## src/rtl/makestuff_buffer_fifo_pkt_if.sv

```systemverilog
`default_nettype none
// ============================================================================
// Module   : makestuff_buffer_fifo_pkt_if
// Brief    : Producer/consumer handshake bundle for the packet buffer FIFO.
// Revision : 1.0
// ============================================================================
interface makestuff_buffer_fifo_pkt_if #(
  parameter int WIDTH = 32,
  parameter int DEPTH = 4
);
  logic [DEPTH:0]   depth_out;
  logic [WIDTH-1:0] iData_in;
  logic             iValid_in;
  logic             iLast_in;
  logic             iAbort_in;
  logic             iReady_out;
  logic             iReadyChunk_out;
  logic [WIDTH-1:0] oData_out;
  logic             oLast_out;
  logic             oValid_out;
  logic             oValidChunk_out;
  logic             oReady_in;

  modport slave (
    output depth_out,
    input  iData_in, iValid_in, iLast_in, iAbort_in,
    output iReady_out, iReadyChunk_out,
    output oData_out, oLast_out, oValid_out, oValidChunk_out,
    input  oReady_in
  );

  modport master (
    input  depth_out,
    output iData_in, iValid_in, iLast_in, iAbort_in,
    input  iReady_out, iReadyChunk_out,
    input  oData_out, oLast_out, oValid_out, oValidChunk_out,
    output oReady_in
  );
endinterface
`default_nettype wire

```

## src/rtl/makestuff_buffer_fifo_pkt.sv

```systemverilog
`default_nettype none
// ============================================================================
// Module   : makestuff_buffer_fifo_pkt
// Brief    : Single-clock FWFT FIFO with occupancy count and optional
//            commit/abort packet mode.
// Revision : 1.0
// ============================================================================
module makestuff_buffer_fifo_pkt #(
  parameter int WIDTH        = 32,
  parameter int DEPTH        = 4,
  parameter int FI_CHUNKSIZE = 2**DEPTH/4,
  parameter int FO_CHUNKSIZE = 2**DEPTH/4,
  parameter int PACKET_MODE  = 0
)(
  input  wire logic                  clk_in,
  input  wire logic                  reset_in,
  makestuff_buffer_fifo_pkt_if.slave bus
);
  localparam int             c_CAPACITY = 2**DEPTH;
  localparam logic [DEPTH:0] c_CAP      = (DEPTH+1)'(c_CAPACITY);
  localparam logic [DEPTH:0] c_ONE      = (DEPTH+1)'(1);

  logic [WIDTH:0]   r_mem [0:c_CAPACITY-1];
  logic [DEPTH:0]   r_wrPtr, r_cmPtr, r_cmVis, r_rdPtr;
  logic [DEPTH:0]   w_wrPtrNext, w_cmPtrNext, w_rdPtrNext;
  logic [DEPTH:0]   w_depth, w_depthNext, w_committed;
  logic [WIDTH-1:0] r_oData;
  logic             r_oLast, r_oValid, w_oValidNext;
  logic             r_iReady, r_iReadyChunk, r_oValidChunk;
  logic             w_abort, w_wrEn, w_load, w_lastBit;

  assign w_abort   = (PACKET_MODE != 0) && bus.iAbort_in;
  assign w_wrEn    = bus.iValid_in && r_iReady && !w_abort;
  assign w_lastBit = (PACKET_MODE != 0) && bus.iLast_in;

  // The read side only sees the commit pointer one cycle late, which gives
  // the two-edge commit-to-valid latency and keeps RAM reads off fresh writes.
  assign w_load       = (r_cmVis != r_rdPtr) && (!r_oValid || bus.oReady_in);
  assign w_rdPtrNext  = r_rdPtr + {{DEPTH{1'b0}}, w_load};
  assign w_oValidNext = w_load || (r_oValid && !bus.oReady_in);

  assign w_depth     = (r_wrPtr - r_rdPtr) + {{DEPTH{1'b0}}, r_oValid};
  assign w_depthNext = (w_wrPtrNext - w_rdPtrNext) + {{DEPTH{1'b0}}, w_oValidNext};
  assign w_committed = (r_cmPtr - r_rdPtr) + {{DEPTH{1'b0}}, r_oValid};

  generate
    if (PACKET_MODE != 0) begin : g_packet
      always_comb begin
        w_wrPtrNext = r_wrPtr;
        w_cmPtrNext = r_cmPtr;
        if (w_abort) begin
          w_wrPtrNext = r_cmPtr;
        end else if (w_wrEn) begin
          w_wrPtrNext = r_wrPtr + c_ONE;
          if (bus.iLast_in) begin
            w_cmPtrNext = r_wrPtr + c_ONE;
          end
        end
      end
    end else begin : g_stream
      assign w_wrPtrNext = r_wrPtr + {{DEPTH{1'b0}}, w_wrEn};
      assign w_cmPtrNext = w_wrPtrNext;
    end
  endgenerate

  always_ff @(posedge clk_in) begin
    if (w_wrEn) begin
      r_mem[r_wrPtr[DEPTH-1:0]] <= {w_lastBit, bus.iData_in};
    end
  end

  always_ff @(posedge clk_in or posedge reset_in) begin
    if (reset_in) begin
      r_wrPtr       <= '0;
      r_cmPtr       <= '0;
      r_cmVis       <= '0;
      r_rdPtr       <= '0;
      r_oValid      <= 1'b0;
      r_oData       <= '0;
      r_oLast       <= 1'b0;
      r_iReady      <= 1'b0;
      r_iReadyChunk <= 1'b0;
      r_oValidChunk <= 1'b0;
    end else begin
      r_wrPtr       <= w_wrPtrNext;
      r_cmPtr       <= w_cmPtrNext;
      r_cmVis       <= r_cmPtr;
      r_rdPtr       <= w_rdPtrNext;
      r_oValid      <= w_oValidNext;
      if (w_load) begin
        {r_oLast, r_oData} <= r_mem[r_rdPtr[DEPTH-1:0]];
      end
      r_iReady      <= (w_depthNext < c_CAP);
      r_iReadyChunk <= (c_CAPACITY - int'(w_depth)) >= FI_CHUNKSIZE;
      r_oValidChunk <= int'(w_committed) >= FO_CHUNKSIZE;
    end
  end

  assign bus.depth_out       = w_depth;
  assign bus.iReady_out      = r_iReady;
  assign bus.iReadyChunk_out = r_iReadyChunk;
  assign bus.oData_out       = r_oData;
  assign bus.oLast_out       = (PACKET_MODE != 0) ? r_oLast : 1'b0;
  assign bus.oValid_out      = r_oValid;
  assign bus.oValidChunk_out = r_oValidChunk;

endmodule
`default_nettype wire

```

## src/flat_wrapper.sv

```systemverilog
// flat-port wrapper written by rule: the top's interface ports become plain ports
module makestuff_buffer_fifo_pkt_flat 
#(
  parameter int WIDTH        = 32,
  parameter int DEPTH        = 4,
  parameter int FI_CHUNKSIZE = 2**DEPTH/4,
  parameter int FO_CHUNKSIZE = 2**DEPTH/4,
  parameter int PACKET_MODE  = 0
)
  (clk_in, reset_in, bus_depth_out, bus_iData_in, bus_iValid_in, bus_iLast_in, bus_iAbort_in, bus_iReady_out, bus_iReadyChunk_out, bus_oData_out, bus_oLast_out, bus_oValid_out, bus_oValidChunk_out, bus_oReady_in);
  makestuff_buffer_fifo_pkt_if #(.WIDTH(WIDTH), .DEPTH(DEPTH)) bus_i ();
  input  wire logic clk_in;
  input  wire logic reset_in;
  output wire logic [$bits(bus_i.depth_out)-1:0] bus_depth_out;
  input wire logic [$bits(bus_i.iData_in)-1:0] bus_iData_in;
  input wire logic [$bits(bus_i.iValid_in)-1:0] bus_iValid_in;
  input wire logic [$bits(bus_i.iLast_in)-1:0] bus_iLast_in;
  input wire logic [$bits(bus_i.iAbort_in)-1:0] bus_iAbort_in;
  output wire logic [$bits(bus_i.iReady_out)-1:0] bus_iReady_out;
  output wire logic [$bits(bus_i.iReadyChunk_out)-1:0] bus_iReadyChunk_out;
  output wire logic [$bits(bus_i.oData_out)-1:0] bus_oData_out;
  output wire logic [$bits(bus_i.oLast_out)-1:0] bus_oLast_out;
  output wire logic [$bits(bus_i.oValid_out)-1:0] bus_oValid_out;
  output wire logic [$bits(bus_i.oValidChunk_out)-1:0] bus_oValidChunk_out;
  input wire logic [$bits(bus_i.oReady_in)-1:0] bus_oReady_in;
  assign bus_depth_out = bus_i.depth_out;
  assign bus_i.iData_in = bus_iData_in;
  assign bus_i.iValid_in = bus_iValid_in;
  assign bus_i.iLast_in = bus_iLast_in;
  assign bus_i.iAbort_in = bus_iAbort_in;
  assign bus_iReady_out = bus_i.iReady_out;
  assign bus_iReadyChunk_out = bus_i.iReadyChunk_out;
  assign bus_oData_out = bus_i.oData_out;
  assign bus_oLast_out = bus_i.oLast_out;
  assign bus_oValid_out = bus_i.oValid_out;
  assign bus_oValidChunk_out = bus_i.oValidChunk_out;
  assign bus_i.oReady_in = bus_oReady_in;
  makestuff_buffer_fifo_pkt #(.WIDTH(WIDTH), .DEPTH(DEPTH), .FI_CHUNKSIZE(FI_CHUNKSIZE), .FO_CHUNKSIZE(FO_CHUNKSIZE), .PACKET_MODE(PACKET_MODE)) u_core (.clk_in(clk_in), .reset_in(reset_in), .bus(bus_i));
endmodule
```

## config.mk

```make
export PLATFORM = sky130hd
export DESIGN_NAME = makestuff_buffer_fifo_pkt_flat
export DESIGN_NICKNAME = d
export VERILOG_FILES = /design/src/rtl/makestuff_buffer_fifo_pkt_if.sv /design/src/rtl/makestuff_buffer_fifo_pkt.sv /design/src/flat_wrapper.sv
export SDC_FILE = /design/constraint.sdc
export NUM_CORES = 1
export LEC_CHECK = 0
export ABC_AREA = 1
export BUFFER_PORTS_ARGS = -buffer_cell sky130_fd_sc_hd__clkbuf_2
export CAP_MARGIN = 20
export CORE_MARGIN = 8
export CORE_UTILIZATION = 45
export DETAILED_ROUTE_END_ITERATION = 16
export SYNTH_ARGS = -nofsm -noshare
export SYNTH_HDL_FRONTEND = slang
export SYNTH_SLANG_ARGS = --single-unit
```

## constraint.sdc

```tcl
create_clock -name clk_in -period 8 [get_ports clk_in]
set_input_delay 0.8 -clock clk_in [delete_from_list [all_inputs] [get_ports clk_in]]
set_output_delay 0.8 -clock clk_in [all_outputs]
set_load 0.03 [all_outputs]
```

# After elaboration in Yosys (flattened, before gate mapping)
# Memory sizes are Yosys's and may differ from the RTL's. A register that Yosys moved wholly into a read port is not among the register bits.
# Index checks and enable logic that the tools add are counted.
[classes]
n_addsub = 7
eq_ne = 1
reduce_logical = 7
muxes = 2
n_lt_le_gt_ge = 3
[op_table]
columns = ["operator", "count"]
rows = [
  ["$ge A32 B4 Y1 const B", 1],
  ["$add A5 B1 Y5", 4],
  ["$sub A5 B5 Y5", 2],
  ["$sub A5 B5 Y6 const A", 1],
  ["$ge A5 B3 Y1 const B", 1],
  ["$lt A5 B5 Y1 const B", 1],
  ["$ne A5 B5 Y1", 1],
  ["$logic_and A1 B1 Y1", 3],
  ["$logic_not A1 Y1", 2],
  ["$logic_or A1 B1 Y1", 2],
  ["$mux W1", 2],
]
[totals]
mem_bits_rw = 512
out_inout_bits = 42
mem_count = 1
regBits = 19
[mem_list]
columns = ["memory", "words", "word_bits", "read_ports", "rd_clocked_by_memory_dff", "write_ports", "line", "rtl"]
rows = [
  ["u_core.r_mem", 16, 32, 1, 1, 1, "makestuff_buffer_fifo_pkt.sv:23", "logic [WIDTH:0] r_mem [0:c_CAPACITY-1];"],
]

# Longest topological paths before layout
# Gate-level depths: netlist of the first run.
[depth]
ltp_word = 7
ltp_mapped = 22

# Least setup slack after synthesis of the first run
# OpenSTA, ideal clock, no wires.
[synth_path]
path_kind = "flip-flop to output port"
start = "reg u_core.r_rdPtr[1]"
end = "out bus_depth_out[4]"
n_path_buf = 2
path_stages_with_launch = 11
required_ns = 7.200
arrival_time_ns = 2.594
path_slack_ns = 4.606
path_cell_list = "dfrtp_1 > inv_2 > buf_4 > buf_2 > ha_1 > inv_1 > fa_1 > or2_2 > nand2_1 > a21oi_1 > xnor2_1"
[synth_via]
elab_chain_cells = 2
[synth_lines]
columns = ["item", "line", "rtl"]
rows = [
  ["from (decl)", "makestuff_buffer_fifo_pkt.sv:24", "logic [DEPTH:0] r_wrPtr, r_cmPtr, r_cmVis, r_rdPtr;"],
  ["from (signal assigned)", "makestuff_buffer_fifo_pkt.sv:88", "r_rdPtr <= w_rdPtrNext;"],
  ["$sub A5 B5 Y5", "makestuff_buffer_fifo_pkt.sv:42", "assign w_depth = (r_wrPtr - r_rdPtr) + {{DEPTH{1'b0}}, r_oValid};"],
  ["$add A5 B1 Y5", "makestuff_buffer_fifo_pkt.sv:42", ""],
  ["to (decl)", "flat_wrapper.sv:14", "output wire logic [$bits(bus_i.depth_out)-1:0] bus_depth_out;"],
]
# Every way passes these cells.

# Worst setup path after layout of the first run
# Same ends and word-level chain as after synthesis.

==> out/results.ini, run 1 <==
[run_status]
status = finished, final reports clean

[floorplanning]
design.die.area_um2 = 57000
core_um2 = 49000
row_count = 81
die_w_um = 239
io_pins = 80
start_util_pct = 45.6
die_h_um = 239

[route]
wl_per_cell_um = 22.1
first_pass_iters = 5
drt-vias-per-instance = 5.51
remaining_drc_errors = 0
drt_iter0_markers = 1428
postRouteAntennaNets = 0
wl_um = 54700
vias = 13600

[final_layout]
layout-drive-gt1-share_pct = 11.7
diodes = 0
area_growth_syn_to_layout_pct = 12.2
nets = 1822
regArea_um2 = 16700
fillers = 4177
multiInputGateArea_um2 = 5130

[global_routing]
grt_antenna_before_repair = 1
gr-total-overflow = 0
grt_max_degree = 136
grt_pass1_wl_um = 82700
grt_pass1_vias = 13400
grt_usage_pct = 19.1

[synth]
synth.area.top_cells = edfxtp_1 69%, dfrtp_1 5.7%, o21ai_0 4.6%, nor2_1 4.5%, nand2_1 4.2%
synthMostInstantiatedCell = edfxtp_1
netlist_area_um2 = 22300
async_reset_ff_share_pct = 9.06
ys.flop_type = edfxtp_1
ys_seq_area_share_pct = 74.6
synth_top_cell_area_share_pct = 68.9
synth.distinct_cells = 30
syn-mean-instance-area_um2 = 13.1
synthTopCellsByCount = 512 x edfxtp_1, 267 x nor2_1, 252 x nand2_1, 203 x o21ai_0, 58 x nand3_1
synth_edf_count = 512
yosys.area.top_type = edfxtp_1
netlist_instances = 1707
ys_warn_count = 0
synth_nets = 1765
ys_ff_latch = 563

[clock_tree]
cts_max_path_buffers = 3
clk_pin_slew_ps = 60
worstSkewPairLatency_ps = 610
cts-root-buf = clkbuf_16
cts_tree = yes
numCtsBuffers = 56
clock_sinks = 563
cts_resized = 0
htreeDepth = 2
cts_hold_buf = 0
cts_setup_buffers = 0

[place]
place_hpwl_um = 26800
io_buffers = 76
place_congestion = 0.722

[sta]
final-setup-viol-count = 0
hold_viol = 0
final_max_slew_viol_count = 0
fmax_ghz = 0.193
fin_skew_ps = 18.1
min_period_ps = 5180
setup_tns_ps = 0
max_slew_margin_pct = 27.4
rsz0062_at_grt = false
hold_ws_ps = 448
finalCritPeriodShare_pct = 64.7
worstMarginPinSlew_ps = 1090

[min_path]
hold_path.class = input port to asynchronous set/reset pin

[setup_path]
cp-end-kind = output pin
start_kind = flop
cp_max_fo = 59
cp_data_arrival_time_ps = 4380
critical_path_class = flop to output pin
required_ps = 7200

[power_and_ir_drop]
power_density_nw_per_um2 = 373
p_sw_share_pct = 37.9
seqPwrFrac_pct = 39.7
leakage_nw = 8.80
ir_drop_v = 0.000224
p_int_w = 0.00580
clkPwrFrac_pct = 26.3
p_switching_w = 0.00355
power_frac_comb_pct = 34.0

[job]
maxCapViolCount = 0

per-stage QoR:
step	total power [W]	utilization [%]	std cells	instance area, um^2	setup slack (ps)
after floorplan	0.00602	-	1707	22300	4610
after CTS	0.00943	51.2	2474	25100	2750
final	0.00935	51.2	2474	25100	2820
after global routing	0.00994	51.2	2474	25100	2480
after global placement	0.00692	47.7	2370	23300	3430
after detailed placement	0.00697	47.7	2370	23300	3400
registers in the layout (all words and copies together) (netlist names), 5 cells and up:
| signal | flops |
|---|---|
| u_core.r_mem | 512 |
| u_core.bus.oData_out | 32 |
| u_core.r_cmVis | 5 |
| u_core.r_rdPtr | 5 |
| u_core.r_wrPtr | 5 |
cells by family (layout without fill, tap and decap cells):
kind of cell / count (synthesis) / after routing / synth area share, %
other: 1 / 1 / 0.0168
flip-flops: 563 / 563 / 74.6
buffers and inverters: 139 / 242 / 2.98
XOR/XNOR: 10 / 10 / 0.392
adder cells (fa/ha/maj): 20 / 20 / 1.15
multiplexers: 30 / 30 / 1.35
AND/OR/NAND/NOR: 584 / 584 / 10.2
AO/OA/AOI/OAI: 360 / 360 / 9.30
cell type report:
class                   instances  share of cell area, %
well taps                     664                   3.32
multi-input cells            1005                   20.5
inverters                      33                  0.519
clock inverters                27                  0.624
clock buffers                  77                   6.19
flip-flops and latches        563                   66.5
repair buffers                105                   2.39
cell usage in the layout (no fill, tap or decap):
cell type and n:
a21o_1 1, a21oi_1 34, buf_4 29, bufinv_16 1, clkbuf_1 15, clkbuf_16 57
clkbuf_2 76, clkbuf_8 5, clkinv_1 12, clkinv_2 12, conb_1 1, dfrtp_1 49
dfrtp_2 1, dfrtp_4 1, edfxtp_1 512, fa_1 1, ha_1 19, inv_1 27
inv_2 4, inv_6 4, mux2i_1 30, nand2_1 251, nand2_2 2, nand3_1 58
nand3b_1 1, nand4_1 2, nor2_1 251, nor2_2 1, nor2_4 16, o211ai_1 17
o21ai_0 203, o21ai_1 24, o221ai_1 51, o22ai_1 30, or2_2 2, xnor2_1 4
xor2_1 6
layer usage:
metal | routed length, um | share of wire (%) | GRT usage, % | vias up
met3 | 3420 | 6.3 | 2.73 | 61
met1 | 25200 | 46 | 27.7 | 6819
met2 | 25100 | 46 | 29.9 | 437
met4 | 1010 | 1.8 | 5.34 | 2
met5 | 11 | 0.020 | 0 | -
li1 | - | - | - | 6325
power groups by stage:
stage          combinational, W  clock [W]  sequential, W
6_report                0.00318    0.00246        0.00371
3_3_place_gp            0.00316          0        0.00376
2_1_floorplan           0.00221          0        0.00382
5_1_grt                 0.00358    0.00261        0.00374
4_1_cts                 0.00321    0.00250        0.00371
3_5_place_dp            0.00320          0        0.00377
critical path: stages, from the launching register on:
cell      delay (ps)
dfrtp_2          770
clkinv_2         880
ha_1             670
inv_1             70
fa_1             420
or2_2            310
nand2_1           60
a21oi_1           70
xnor2_1          260
clkbuf_2         260
worst paths after layout:
| check | startpoint | slack (ps) | depth (start not counted) | end |
|---|---|---|---|---|
| min in group clk_in | u_core.r_wrPtr[4] | 450 | 0 | u_core.r_cmVis[4] |
| max in group asynchronous | reset_in | 6890 | 3 | u_core.r_rdPtr[0] |
| worst max register to register | u_core.r_rdPtr[1] | 3510 | 20 | u_core.bus.iReady_out |
| worst min-delay path | reset_in | 450 | 3 | u_core.bus.oData_out[13] |
| worst max-delay path | u_core.r_rdPtr[1] | 2820 | 9 | bus_depth_out[4] |
| worst min register to register | u_core.r_wrPtr[4] | 450 | 0 | u_core.r_cmVis[4] |
No activity file was read; power rests on OpenSTA's default activity.
==> run 2, diff against run 1 <==
==> constraint.sdc (replaced) <==
create_clock -name clk_in -period 5.09 [get_ports clk_in]
set_input_delay 0.509 -clock clk_in [delete_from_list [all_inputs] [get_ports clk_in]]
set_output_delay 0.509 -clock clk_in [all_outputs]
set_load 0.03 [all_outputs]
==> out/results.ini, run 2 (synthesis results as in run 1) <==
[power_and_ir_drop]
seqPwrFrac_pct = 37.5  ; -2.2 points
p_switching_w = 0.00560  ; +58%
clkPwrFrac_pct = 28.2  ; +1.9 points
power_density_nw_per_um2 = 599  ; +60%
p_sw_share_pct = 37.0  ; -0.96 points
leakage_nw = 8.92  ; +1.4%
ir_drop_v = 0.000685  ; +210%
power_frac_comb_pct = 34.3  ; +0.3 points
p_int_w = 0.00955  ; +65%

[clock_tree]
cts_hold_buf = 0  ; unchanged
clk_pin_slew_ps = 60  ; about the same
cts_setup_buffers = 0  ; unchanged
cts_max_path_buffers = 3  ; unchanged
clock_sinks = 563  ; unchanged
worstSkewPairLatency_ps = 610  ; about the same
cts_tree = yes
htreeDepth = 2  ; unchanged
cts_resized = 0  ; unchanged
cts-root-buf = clkbuf_16
numCtsBuffers = 57  ; +1.8%

[final_layout]
final_common_cell = edfxtp_1
multiInputGateArea_um2 = 5130  ; about the same
nets = 1826  ; +0.22%
fillers = 4110  ; -1.6%
final_cell_mix = 512 x edfxtp_1, 252 x nand2_1, 251 x nor2_1
layout-drive-gt1-share_pct = 12.1  ; +0.46 points
area_growth_syn_to_layout_pct = 13.4
regArea_um2 = 16700  ; unchanged
largest_reg_flops = 512  ; unchanged
finalCoreUtilization_pct = 51.7  ; +0.52 points
diodes = 0  ; unchanged

[run_status]
status = finished, final reports clean

[setup_path]
cp_max_fo = 42  ; -29%
ff2ff_path_depth = 19  ; -5.0%
slowest_stage = ha_1
cp_num_buf_inv = 3  ; unchanged
cp_top_family = adder cells
worst-path-stages = 9  ; unchanged
r2r_start = u_core.r_rdPtr[1]
startpoint = u_core.r_rdPtr[1]
required_ps = 4580  ; -2620 ps
r2r_end = u_core.bus.iReady_out
crit_chain = clkinv_2, ha_1, inv_1, fa_1, or2_2, nand2_1, a21oi_1, xnor2_1, clkbuf_2
r2r_slack_ps = 1730  ; -1780 ps
cp_data_arrival_time_ps = 3540  ; -840 ps
cp-end-kind = output pin
critical_path_class = flop to output pin
endpoint = bus_depth_out[4]
start_kind = flop
critPathMaxStageDelay_ps = 580  ; -300 ps

[floorplanning]
io_pins = 80  ; unchanged
die_w_um = 239  ; unchanged
start_util_pct = 45.6  ; unchanged
design.die.area_um2 = 57000  ; unchanged
row_count = 81  ; unchanged
die_h_um = 239  ; unchanged
core_um2 = 49000  ; unchanged

[sta]
fin_skew_ps = 23.1  ; +5.02 ps
rsz0062_at_grt = false
min_period_ps = 4040
setup_tns_ps = 0  ; unchanged
hold_viol = 0  ; unchanged
max_slew_margin_pct = 27.1  ; -0.27 points
fmax_ghz = 0.247
worstMarginPinSlew_ps = 1090  ; +1.47 ps
final-setup-viol-count = 0  ; unchanged
finalCritPeriodShare_pct = 79.5
final_max_slew_viol_count = 0  ; unchanged

[route]
drt-vias-per-instance = 5.49  ; -0.43%
remaining_drc_errors = 0  ; unchanged
first_pass_iters = 7  ; +2
wl_per_cell_um = 22.0  ; -0.55%
drt_iter0_markers = 1131  ; -21%
wl_um = 54500  ; -0.31%
postRouteAntennaNets = 0  ; unchanged
vias = 13600  ; -0.19%

[job]
maxCapViolCount = 0  ; unchanged

[global_routing]
grt_antenna_before_repair = 1  ; unchanged
grt_pass1_vias = 13100  ; -1.9%
grt_usage_pct = 18.9  ; -0.20 points
gr-total-overflow = 0  ; unchanged
grt_max_degree = 196  ; +44%
grt_pass1_wl_um = 81700  ; -1.2%

[min_path]
hold_path.class = input port to asynchronous set/reset pin

[place]
io_buffers = 76  ; unchanged
place_congestion = 0.736  ; +1.9%
place_hpwl_um = 27100  ; +1.0%

## run 2: cell count changes in the layout (fill, tap and decap cells not counted), sizes merged
cell and delta:
bufinv +7, clkinv -4, buf +3
## run 2: worst min path at each step
stage | from | to
5_1_grt | reset_in | u_core.bus.oData_out[16]
4_1_cts | reset_in | u_core.bus.iReadyChunk_out
2_1_floorplan | u_core.r_wrPtr[2] | u_core.r_cmVis[2]
3_3_place_gp | u_core.r_wrPtr[4] | u_core.r_cmVis[4]
6_report | reset_in | u_core.r_cmVis[3]
3_5_place_dp | u_core.r_wrPtr[4] | u_core.r_cmVis[4]
## run 2: worst min-delay path, stage by stage
cell      delay (ps)
clkbuf_2          90
inv_2             30
buf_4            630
## run 2: cell type report
cell class	instances	share of cell area, %
timing repair buffer	108	2.50
clock buffer	77	6.25
inverter	33	0.514
sequential	563	65.8
tap	664	3.28
clock inverter	30	1.37
multi-input combinational	1005	20.3
## run 2: layer usage
metal / share of wire [%] / track usage, %
met1: 45 / 26.8
met2: 47 / 30.0
met3: 6.1 / 3.35
met4: 1.9 / 4.99
met5: 0.024 / 0
## run 2: power by group through the flow
stage | combinational (W) | clock, W | sequential, W
global route | 0.00584 | 0.00453 | 0.00572
detailed placement | 0.00523 | 0 | 0.00577
CTS | 0.00525 | 0.00436 | 0.00568
global placement | 0.00515 | 0 | 0.00576
finish | 0.00520 | 0.00428 | 0.00568
floorplan | 0.00347 | 0 | 0.00600
## run 2: through the flow
step / area, um^2 / power (W) / hold WS [ps] / worst slack [ps] / cells
floorplan: 22300 / 0.00947 / 376 / 1990 / 1707
global placement: 23400 / 0.0109 / 437 / 1720 / 2373
detailed placement: 23400 / 0.0110 / 452 / 1680 / 2373
CTS: 25300 / 0.0153 / 150 / 991 / 2480
global route: 25300 / 0.0161 / 183 / 809 / 2480
finish: 25300 / 0.0152 / 119 / 1050 / 2480
==> run 3, diff against run 2 <==
==> constraint.sdc (replaced) <==
create_clock -name clk_in -period 3.8 [get_ports clk_in]
set_input_delay 0.38 -clock clk_in [delete_from_list [all_inputs] [get_ports clk_in]]
set_output_delay 0.38 -clock clk_in [all_outputs]
set_load 0.03 [all_outputs]
==> out/results.ini, run 3 (synthesis results as in run 1) <==
[route]
postRouteAntennaNets = 0  ; unchanged
drt_iter0_markers = 1215  ; +7.4%
wl_per_cell_um = 22.4  ; +1.7%
wl_um = 55500  ; +1.9%
drt-vias-per-instance = 5.54  ; +0.87%
remaining_drc_errors = 0  ; unchanged
first_pass_iters = 7  ; unchanged
vias = 13800  ; +0.99%

[floorplanning]
start_util_pct = 45.6  ; unchanged
io_pins = 80  ; unchanged
die_w_um = 239  ; unchanged
die_h_um = 239  ; unchanged
core_um2 = 49000  ; unchanged
design.die.area_um2 = 57000  ; unchanged
row_count = 81  ; unchanged

[setup_path]
required_ps = 3420  ; -1160 ps
start_kind = flop
cp_data_arrival_time_ps = 2990  ; -550 ps
cp_top_family = adder cells
cp-end-kind = output pin
cp_max_fo = 6  ; -86%
cp_num_buf_inv = 3  ; unchanged
critical_path_class = flop to output pin
crit_chain = ha_1, inv_1, ha_1, inv_1, fa_1, or2_2, nand2_1, a21oi_1, xnor2_1, clkbuf_2
critPathMaxStageDelay_ps = 530  ; -50 ps
slowest_stage = dfrtp_4

[power_and_ir_drop]
ir_drop_v = 0.000426  ; -38%
leakage_nw = 8.86  ; -0.63%
power_density_nw_per_um2 = 785  ; +31%

[clock_tree]
numCtsBuffers = 56  ; -1.8%
cts-root-buf = clkbuf_16
clock_sinks = 563  ; unchanged
clk_pin_slew_ps = 60  ; about the same
htreeDepth = 2  ; unchanged
cts_max_path_buffers = 3  ; unchanged
cts_tree = yes
cts_setup_buffers = 0  ; unchanged
worstSkewPairLatency_ps = 600  ; about the same

[global_routing]
grt_pass1_wl_um = 83200  ; +1.8%
grt_antenna_before_repair = 3  ; +2
grt_pass1_vias = 13600  ; +3.7%
grt_usage_pct = 19.3  ; +0.37 points
grt_max_degree = 133  ; -32%
gr-total-overflow = 0  ; unchanged

[sta]
fin_skew_ps = 16.2  ; -6.93 ps
hold_viol = 0  ; unchanged
setup_tns_ps = 0  ; unchanged
final-setup-viol-count = 0  ; unchanged
finalCritPeriodShare_pct = 88.8
max_slew_margin_pct = 27.0  ; -0.12 points
rsz0062_at_grt = false
final_max_slew_viol_count = 0  ; unchanged
fmax_ghz = 0.296
fin_ws_ps = 427  ; -618 ps
min_period_ps = 3370
worstMarginPinSlew_ps = 1100  ; +4.46 ps

[place]
io_buffers = 76  ; unchanged
place_congestion = 0.760  ; +3.3%
place_hpwl_um = 28400  ; +4.7%
placed_area_um2 = 23600  ; +0.75%
dp_slack_ps = 749  ; -928 ps

[final_layout]
largest_reg_flops = 512  ; unchanged
multiInputGateArea_um2 = 5130  ; unchanged
design_area_um2 = 25300  ; -0.13%
final_cell_mix = 512 x edfxtp_1, 252 x nand2_1, 251 x nor2_1
area_growth_syn_to_layout_pct = 13.2
layout-drive-gt1-share_pct = 11.8  ; -0.34 points
final_common_cell = edfxtp_1
fillers = 4143  ; +0.80%
regArea_um2 = 16700  ; unchanged
nets = 1831  ; +0.27%

[min_path]
hold_path.class = input port to flop

[run_status]
status = finished, final reports clean

[job]
maxCapViolCount = 0  ; unchanged

run 3: cell count changes in the layout (fill, tap and decap cells not counted), moves of 3 or more:
cell and change:
inv_6 -3, bufinv_16 -8, clkinv_1 -9, clkinv_2 -3
clkbuf_1 +16, buf_12 +11, buf_4 -6
run 3: timing repair:
action	CTS	global route
setup endpoints to repair	0	1
hold endpoints to repair	29	0
hold buffers	1	0
resized for setup	0	1
run 3: through the flow:
stage	hold WS [ps]	util (%)	power, W	instances
6_report	180	51.6	0.0198	2483
5_1_grt	186	51.6	0.0210	2482
4_1_cts	152	51.6	0.0200	2482
3_5_place_dp	436	48.1	0.0148	2378
3_3_place_gp	441	48.1	0.0147	2378
2_1_floorplan	376	-	0.0127	1707
run 3: cell type report:
cell class	instances	share of cell area (%)
Sequential cell	563	65.9
Timing Repair Buffer	114	3.24
Multi-Input combinational cell	1005	20.3
Clock inverter	10	0.262
Tap cell	664	3.29
Clock buffer	93	6.49
Inverter	33	0.520
Antenna cell	1	0.00990
run 3: final timing paths:
| kind | start | end | slack, ps | depth (start not counted) |
|---|---|---|---|---|
| worst max-delay path | u_core.r_rdPtr[0] | bus_depth_out[4] | 430 | 10 |
| worst min-delay path | bus_oReady_in | u_core.bus.oValid_out | 180 | 3 |
| worst max register to register | u_core.r_rdPtr[2] | u_core.bus.iReady_out | 900 | 19 |
| worst min register to register | u_core.r_wrPtr[4] | u_core.r_cmVis[4] | 450 | 0 |
| max in group asynchronous | reset_in | u_core.bus.oData_out[9] | 2440 | 4 |
| min in group asynchronous | reset_in | u_core.r_rdPtr[4] | 460 | 3 |
run 3: metal layers:
metal / part of all wire [%] / up-vias / global-route usage, %
li1: - / 6339 / -
met1: 44 / 6860 / 26.6
met4: 2.2 / 4 / 6.07
met5: 0.049 / - / 0
met2: 47 / 462 / 31.0
met3: 6.8 / 88 / 3.27
run 3: power breakdown:
group | switching [W] | internal (W) | leakage, nW
Clock | 0.00224 | 0.00293 | 0.834
Combinational | 0.00502 | 0.00204 | 2.81
Sequential | 0.000256 | 0.00735 | 5.22
run 3: worst min-delay path: stages:
cell and delay, ps:
clkbuf_2 70, or2_2 120, nand4_1 130
